<file path="config.mk">
export PLATFORM = sky130hd
export DESIGN_NAME = wb_arbiter
export DESIGN_NICKNAME = d
export VERILOG_FILES = /design/src/rtl/wb_arbiter.sv
export SDC_FILE = /design/constraint.sdc
export NUM_CORES = 1
export LEC_CHECK = 0
export ABC_AREA = 1
export CORE_AREA = 2 2 145 147
export CTS_CLUSTER_SIZE = 14
export DETAILED_ROUTE_END_ITERATION = 8
export DIE_AREA = 0 0 147 149
export PLACE_DENSITY_LB_ADDON = 0.25
export SLEW_MARGIN = 5
export SYNTH_ARGS = -nofsm -noshare
export SYNTH_HDL_FRONTEND = slang
export SYNTH_SLANG_ARGS = --single-unit
</file>
<file path="constraint.sdc">
create_clock -name clk -period 1.8 [get_ports clk]
set_input_delay 0.36 -clock clk [delete_from_list [all_inputs] [get_ports clk]]
set_output_delay 0.36 -clock clk [all_outputs]
set_load 0.01 [all_outputs]
</file>
<file path="src/rtl/wb_arbiter.sv">
// Round-robin Wishbone arbiter: NM masters share one slave bus, grant held for
// the winner's whole cyc, with a per-transfer watchdog that fakes an ack on a hung slave.
module wb_arbiter #(
  parameter int NM    = 3,
  parameter int TMO_W = 8
) (
  input  logic               clk,
  input  logic               rst,
  input  logic [NM-1:0]      m_cyc_i,
  input  logic [NM-1:0]      m_stb_i,
  input  logic [NM-1:0]      m_we_i,
  input  logic [4*NM-1:0]    m_sel_i,
  input  logic [30*NM-1:0]   m_adr_i,
  input  logic [32*NM-1:0]   m_dat_i,
  output logic [NM-1:0]      m_ack_o,
  output logic [31:0]        m_dat_o,
  output logic               s_cyc_o,
  output logic               s_stb_o,
  output logic               s_we_o,
  output logic [3:0]         s_sel_o,
  output logic [29:0]        s_adr_o,
  output logic [31:0]        s_dat_o,
  input  logic               s_ack_i,
  input  logic [31:0]        s_dat_i,
  input  logic               tmo_clr_i,
  output logic               tmo_o,
  output logic [29:0]        tmo_adr_o
);

  localparam int GW = $clog2(NM);
  // Count value held during the last unacked cycle before the watchdog fires.
  localparam logic [TMO_W-1:0] CNT_LAST = {{(TMO_W-1){1'b1}}, 1'b0};

  typedef enum logic [1:0] {IDLE, BUSY, TMO} state_t;

  state_t            state_reg, state_next;
  logic [GW-1:0]     grant_reg, grant_next;
  logic [GW-1:0]     last_reg, last_next;
  logic [TMO_W-1:0]  cnt_reg, cnt_next;
  logic              tmo_reg, tmo_next;
  logic [29:0]       tmo_adr_reg, tmo_adr_next;

  logic [GW-1:0]     arb_idx;
  logic [GW-1:0]     cand;
  logic              arb_found;

  logic [3:0]        sel_arr [NM];
  logic [29:0]       adr_arr [NM];
  logic [31:0]       dat_arr [NM];

  genvar gi;
  generate
    for (gi = 0; gi < NM; gi++) begin : g_split
      assign sel_arr[gi] = m_sel_i[4*gi +: 4];
      assign adr_arr[gi] = m_adr_i[30*gi +: 30];
      assign dat_arr[gi] = m_dat_i[32*gi +: 32];
    end
  endgenerate

  // First requester after the previous owner, wrapping modulo NM.
  always_comb begin
    arb_found = 1'b0;
    arb_idx   = last_reg;
    cand      = '0;
    for (int i = 1; i <= NM; i++) begin
      cand = GW'((int'(last_reg) + i) % NM);
      if (!arb_found && m_cyc_i[cand]) begin
        arb_found = 1'b1;
        arb_idx   = cand;
      end
    end
  end

  always_comb begin
    state_next   = state_reg;
    grant_next   = grant_reg;
    last_next    = last_reg;
    cnt_next     = '0;
    tmo_next     = tmo_reg & ~tmo_clr_i;
    tmo_adr_next = tmo_adr_reg;
    s_cyc_o      = 1'b0;
    s_stb_o      = 1'b0;
    s_we_o       = 1'b0;
    s_sel_o      = '0;
    s_adr_o      = '0;
    s_dat_o      = '0;
    m_ack_o      = '0;
    m_dat_o      = '0;

    case (state_reg)
      IDLE: begin
        if (arb_found) begin
          state_next = BUSY;
          grant_next = arb_idx;
        end
      end

      BUSY: begin
        s_cyc_o            = m_cyc_i[grant_reg];
        s_stb_o            = m_stb_i[grant_reg];
        s_we_o             = m_we_i[grant_reg];
        s_sel_o            = sel_arr[grant_reg];
        s_adr_o            = adr_arr[grant_reg];
        s_dat_o            = dat_arr[grant_reg];
        m_ack_o[grant_reg] = s_ack_i & m_stb_i[grant_reg];
        m_dat_o            = s_dat_i;
        if (!m_cyc_i[grant_reg]) begin
          state_next = IDLE;
          last_next  = grant_reg;
        end else if (m_stb_i[grant_reg] && !s_ack_i) begin
          // A late ack in the final cycle still wins because it skips this branch.
          if (cnt_reg == CNT_LAST) begin
            state_next   = TMO;
            tmo_next     = 1'b1;
            tmo_adr_next = adr_arr[grant_reg];
          end else begin
            cnt_next = cnt_reg + 1'b1;
          end
        end
      end

      TMO: begin
        m_ack_o[grant_reg] = 1'b1;
        m_dat_o            = '1;
        state_next         = BUSY;
      end

      default: state_next = IDLE;
    endcase
  end

  always_ff @(posedge clk or posedge rst) begin
    if (rst) begin
      state_reg   <= IDLE;
      grant_reg   <= '0;
      last_reg    <= GW'(NM - 1);
      cnt_reg     <= '0;
      tmo_reg     <= 1'b0;
      tmo_adr_reg <= '0;
    end else begin
      state_reg   <= state_next;
      grant_reg   <= grant_next;
      last_reg    <= last_next;
      cnt_reg     <= cnt_next;
      tmo_reg     <= tmo_next;
      tmo_adr_reg <= tmo_adr_next;
    end
  end

  assign tmo_o     = tmo_reg;
  assign tmo_adr_o = tmo_adr_reg;

endmodule

</file>
# After elaboration in Yosys (flattened, before gate mapping)

Cells that the tools add are included.

Output and inout port bits: 135
Input port bits: 243
Bits in registers: 45

$add $sub $neg: 4
Bitwise gates (word level): 6
Magnitude comparators: 6
Eq/ne operators: 6
Multiplexer cells: 50
Reductions and logical operators: 12
Divide/modulo/power cells: 3

Operators with widths:

| kind                                                                  | count |
|---|---|
| 32-bit by 3-bit modulo with 32-bit output (second input constant)     | 3 |
| 32-bit two-way mux                                                    | 3 |
| 30-bit two-way mux                                                    | 3 |
| 32-bit binary-select mux with 2-bit select                            | 1 |
| 32-bit one-hot mux with 2 select lines                                | 1 |
| 30-bit binary-select mux with 2-bit select                            | 1 |
| 8-bit two-way mux                                                     | 4 |
| 1-bit two-way mux                                                     | 17 |
| 2-bit two-way mux                                                     | 7 |
| 1-bit binary-select mux with 2-bit select                             | 6 |
| 2-bit by 3-bit < comparator with 1-bit output (second input constant) | 4 |
| 4-bit two-way mux                                                     | 3 |
| 8-bit by 1-bit adder with 8-bit output (second input constant)        | 1 |
| 4-bit binary-select mux with 2-bit select                             | 1 |
| 8-bit == test (second input constant)                                 | 1 |
| 2-bit by 2-bit adder with 3-bit output (second input constant)        | 2 |
| 3-bit != test (second input constant)                                 | 2 |
| 2-bit one-hot mux with 3 select lines                                 | 1 |
| 3-bit one-hot mux with 2 select lines                                 | 1 |
| 1-bit logical AND                                                     | 4 |
| 2-bit AND reduction                                                   | 2 |
| 4-bit AND reduction                                                   | 1 |
| 2-bit by 1-bit adder with 3-bit output (second input constant)        | 1 |
| 3-bit bitwise AND                                                     | 1 |
| 12 further kinds                                                      | 16 |

# Longest topological paths before layout

Depth in word-level cells: 13
Mapped depth: 12
Mapped depth without buffers: 12

# Worst setup path before layout

Ideal clock, no wire load.

Path kind: reg-to-output
From: register grant_reg[1]
To: output port s_adr_o[14]
Arrival time: 1477 ps
Cell stages (with the launch flop): 8
Setup slack: -37 ps
Path buffers: 1
Cell sequence: dfrtp_1 nor2_1 clkbuf_1 nand2_1 nand2_1 a21oi_1 or2_2 inv_1

Cells in the longest elaborated chain, start to end: 5

Ends and longest elaborated chain:

| item                                                   | RTL line | source |
|---|---|---|
| start: declaration                                     | 37       | `logic [GW-1:0] grant_reg, grant_next;` |
| start signal: assignment                               | 142      | `grant_reg <= grant_next;` |
| 2-bit inverter with 3-bit output (not written as such) | 103      | `s_adr_o = adr_arr[grant_reg];` |
| 30-bit binary-select mux with 2-bit select             | 103      |  |
| 30-bit two-way mux (not written as such) (2 in series) | 103      |  |
| 30-bit two-way mux                                     | 90       | `case (state_reg)` |
| end: declaration                                       | 21       | `output logic [29:0] s_adr_o,` |

Every way passes these cells. The select of a mux whose other input is x is not followed.

# Worst setup path after layout

From: register grant_reg[0]
To: output port m_ack_o[0]

Cells in the longest elaborated chain, start to end: 6

Ends and longest elaborated chain:

| item                                                                                                                                  | RTL line | source |
|---|---|---|
| 2-bit by 3-bit < comparator with 1-bit output (not written as such) or 2-bit by 1-bit >= comparator with 1-bit output (tied branches) | 105, 123 |  |
| 1-bit logical AND (not written as such)                                                                                               | 105, 123 |  |
| 1-bit two-way mux (not written as such)                                                                                               | 105, 123 |  |
| 1-bit demux with 2-bit select                                                                                                         | 105, 123 |  |
| 3-bit bitwise AND (no source line)                                                                                                    | -        |  |
| 3-bit one-hot mux with 2 select lines *                                                                                               | 90       |  |
| end: declaration                                                                                                                      | 15       | `output logic [NM-1:0] m_ack_o,` |

Every way passes the cells marked *; elsewhere a longest branch is shown, timed or not. The select of a mux whose other input is x is not followed.

==> flow_summary.json <==
{
  "syn_avg_cell_area_sq_um": 5.64,
  "failed_checks": "negative setup slack",
  "critPathArrivalTime_ns": 1.94,
  "first_global_vias": 6742,
  "hold_slack_ns": 0.378,
  "syn_to_final_growth_pct": 187,
  "io_buffers": 377,
  "status": "finished, violations left",
  "grt_pass1_wl_mm": 36.1,
  "timing.final.crit_share": 1.28,
  "diodes": 0,
  "hp-class": "in2async",
  "fin_cells": 1582,
  "slew_viol_final": 0,
  "setup_ws_ns": -0.505,
  "ant_nets": 0,
  "dieArea_sq_mm": 0.0219,
  "post_drt_wl_per_cell_microns": 16.7,
  "io_pins": 378,
  "p_per_area_mw_per_mm2": 1440,
  "clockBufferDepth": 2,
  "r2r_start": "grant_reg[0]$_DFFE_PP0P_",
  "hpwlAfterDp_mm": 16.3,
  "die_y_microns": 149,
  "fill_cells": 1764,
  "clk_pin_slew_ns": 0.07,
  "final_cell_mix": "273 x clkdlybuf4s50_1, 223 x nand2_1, 118 x buf_6",
  "drive_gt1_frac": 0.496,
  "synth_cell_types": 24,
  "antenna_found_initial": 0,
  "largest_register_ffs": 30,
  "finalClockSkew_ns": 0.00597,
  "cp-end-kind": "output port",
  "dp.cells": 1461,
  "vias_per_cell": 4.47,
  "gp_congestion": 0.801,
  "cap_violations": 0,
  "synth_top_area_share": 0.293,
  "timing.final.hold_violations": 0,
  "stdcell_area_sq_mm": 0.0124,
  "clock.fmax_mhz": 434,
  "synth_warnings": 0,
  "drt_iter0_drc": 159,
  "ys_seq_area_frac": 0.261,
  "die_x_microns": 147,
  "first_pass_iters": 4,
  "crit_required_ns": 1.44,
  "ir_worst_vdd_uv": 684,
  "layout_min_cycle_time_ns": 2.30,
  "place_area_sq_mm": 0.00909,
  "p_leak_uw": 0.00617,
  "netlist_area_sq_mm": 0.00432,
  "syn_inst": 767,
  "crit_fanout": 3,
  "max_slew.worst_pin.slew_ns": 0.389,
  "final_common_cell": "clkdlybuf4s50_1",
  "drc_errors": 0,
  "yosysTopAreaCell": "nand2_1",
  "coreArea_sq_mm": 0.0206,
  "final_nets": 1559,
  "cts_buffers": 5,
  "setup-violations-final": 143,
  "grt_usage": 0.211,
  "cts_root_buf": "clkbuf_16",
  "worstSetupStartpoint": "grant_reg[0]$_DFFE_PP0P_",
  "worst-setup-path-type": "reg2out",
  "fp-row-count": 53,
  "r2r_slack_ns": -0.31,
  "cts_hold_buf": 0,
  "gr-total-overflow": 0,
  "ys_ff_latch": 45,
  "syn_nets": 1020,
  "worst_slew_margin_rel": 0.740,
  "endpoint": "m_ack_o[0]",
  "cts_tree": "built",
  "cp-start-kind": "register",
  "initial_core_util": 0.210,
  "synth.area.top_cells": "nand2_1 29%, dfrtp_1 25%, inv_1 8.5%",
  "clock-sinks": 45,
  "p_total_uw": 17900,
  "r2r_end": "tmo_adr_o[24]$_DFFE_PP0P_",
  "drt_wl_total_mm": 26.3,
  "grt_max_degree": 33,
  "reg2reg_depth": 13,
  "h-tree-depth": 2,
  "rsz0062_at_grt": "true",
  "dr_total_vias": 7070,
  "clk_latency_ns": 0.29
}
[Yosys cell counts, drive strengths merged]
cell    instances
a21oi          58
nor2           29
xor2            4
a41o            1
a221oi          4
clkbuf         23
buf            20
dfrtp          44
or2            30
ha             10
o21ai          41
nand2         338
dfstp           1
xnor2           1
inv           100
nand3          60
nand4           3
[cell type report]
cell class                      instances  area [sq um]  share of cell area
Clock buffer                            6           129              0.0104
Sequential cell                        45          1130              0.0911
Tap cell                              275           344              0.0277
Timing Repair Buffer                  575          6240               0.503
Clock inverter                          2          10.0            0.000807
Inverter                              100           393              0.0317
Multi-Input combinational cell        579          4160               0.335
[worst min path at each step]
stage	end	slack [ns]	cells past startpoint
2_1_floorplan	cnt_reg[0]$_DFF_PP0_	0.45	1
3_3_place_gp	tmo_adr_o[19]$_DFFE_PP0P_	0.46	2
3_5_place_dp	tmo_adr_o[15]$_DFFE_PP0P_	0.47	2
4_1_cts	last_reg[0]$_DFFE_PP0P_	0.39	2
5_1_grt	cnt_reg[4]$_DFF_PP0_	0.44	2
6_report	last_reg[0]$_DFFE_PP0P_	0.38	2
[power by group]
part	switching, uW	internal (uW)
Combinational	7280	8570
Sequential	82.8	1080
Clock	397	511
Total	7760	10200
[per-stage QoR]
step	setup TNS, ns	worst slack, ns	utilization
CTS	-41.55	-0.489	0.526
detailed placement	-64.84	-0.674	0.442
global placement	-61.76	-0.684	0.442
finish	-41.63	-0.505	0.603
global route	-51.48	-0.567	0.603
floorplan	0	0.00723	-
[per-layer routing]
layer  up-vias  part of all wire  wire [microns]  GRT usage
li1       3448                 -               -          -
met1      3310              0.37            9730      0.235
met2       274              0.54           14200      0.399
met3        38             0.068            1800     0.0554
met4         0             0.025             651     0.0538
met5         -                 0               0          0
[critical path, cell delays in order, from the launching register on]
cell and delay [ns]:
dfrtp_2 0.45, buf_6 0.14, nor2_4 0.16, buf_6 0.13, nand2_4 0.04, nand3_4 0.07
nand2_4 0.06, o21ai_2 0.12, nand2_2 0.12, buf_6 0.14, nor2_1 0.09, buf_2 0.13
[what timing repair did]
action	4_1_cts	5_1_grt
resized for setup	693	344
pin swaps	33	68
gates cloned	17	12
setup buffers	67	31
endpoints found under the setup margin	145	147
[cells by family (layout without fill, tap and decap cells)]
kind of cell | count (synthesis) | count (layout) | synth area share
AND/OR/NAND/NOR | 460 | 460 | 0.438
buffers and inverters | 143 | 683 | 0.128
flip-flops | 45 | 45 | 0.261
AO/OA/AOI/OAI | 104 | 104 | 0.134
adder cells (fa/ha/maj) | 10 | 10 | 0.0289
XOR/XNOR | 5 | 5 | 0.0101
(Power assumes the default switching activity.)
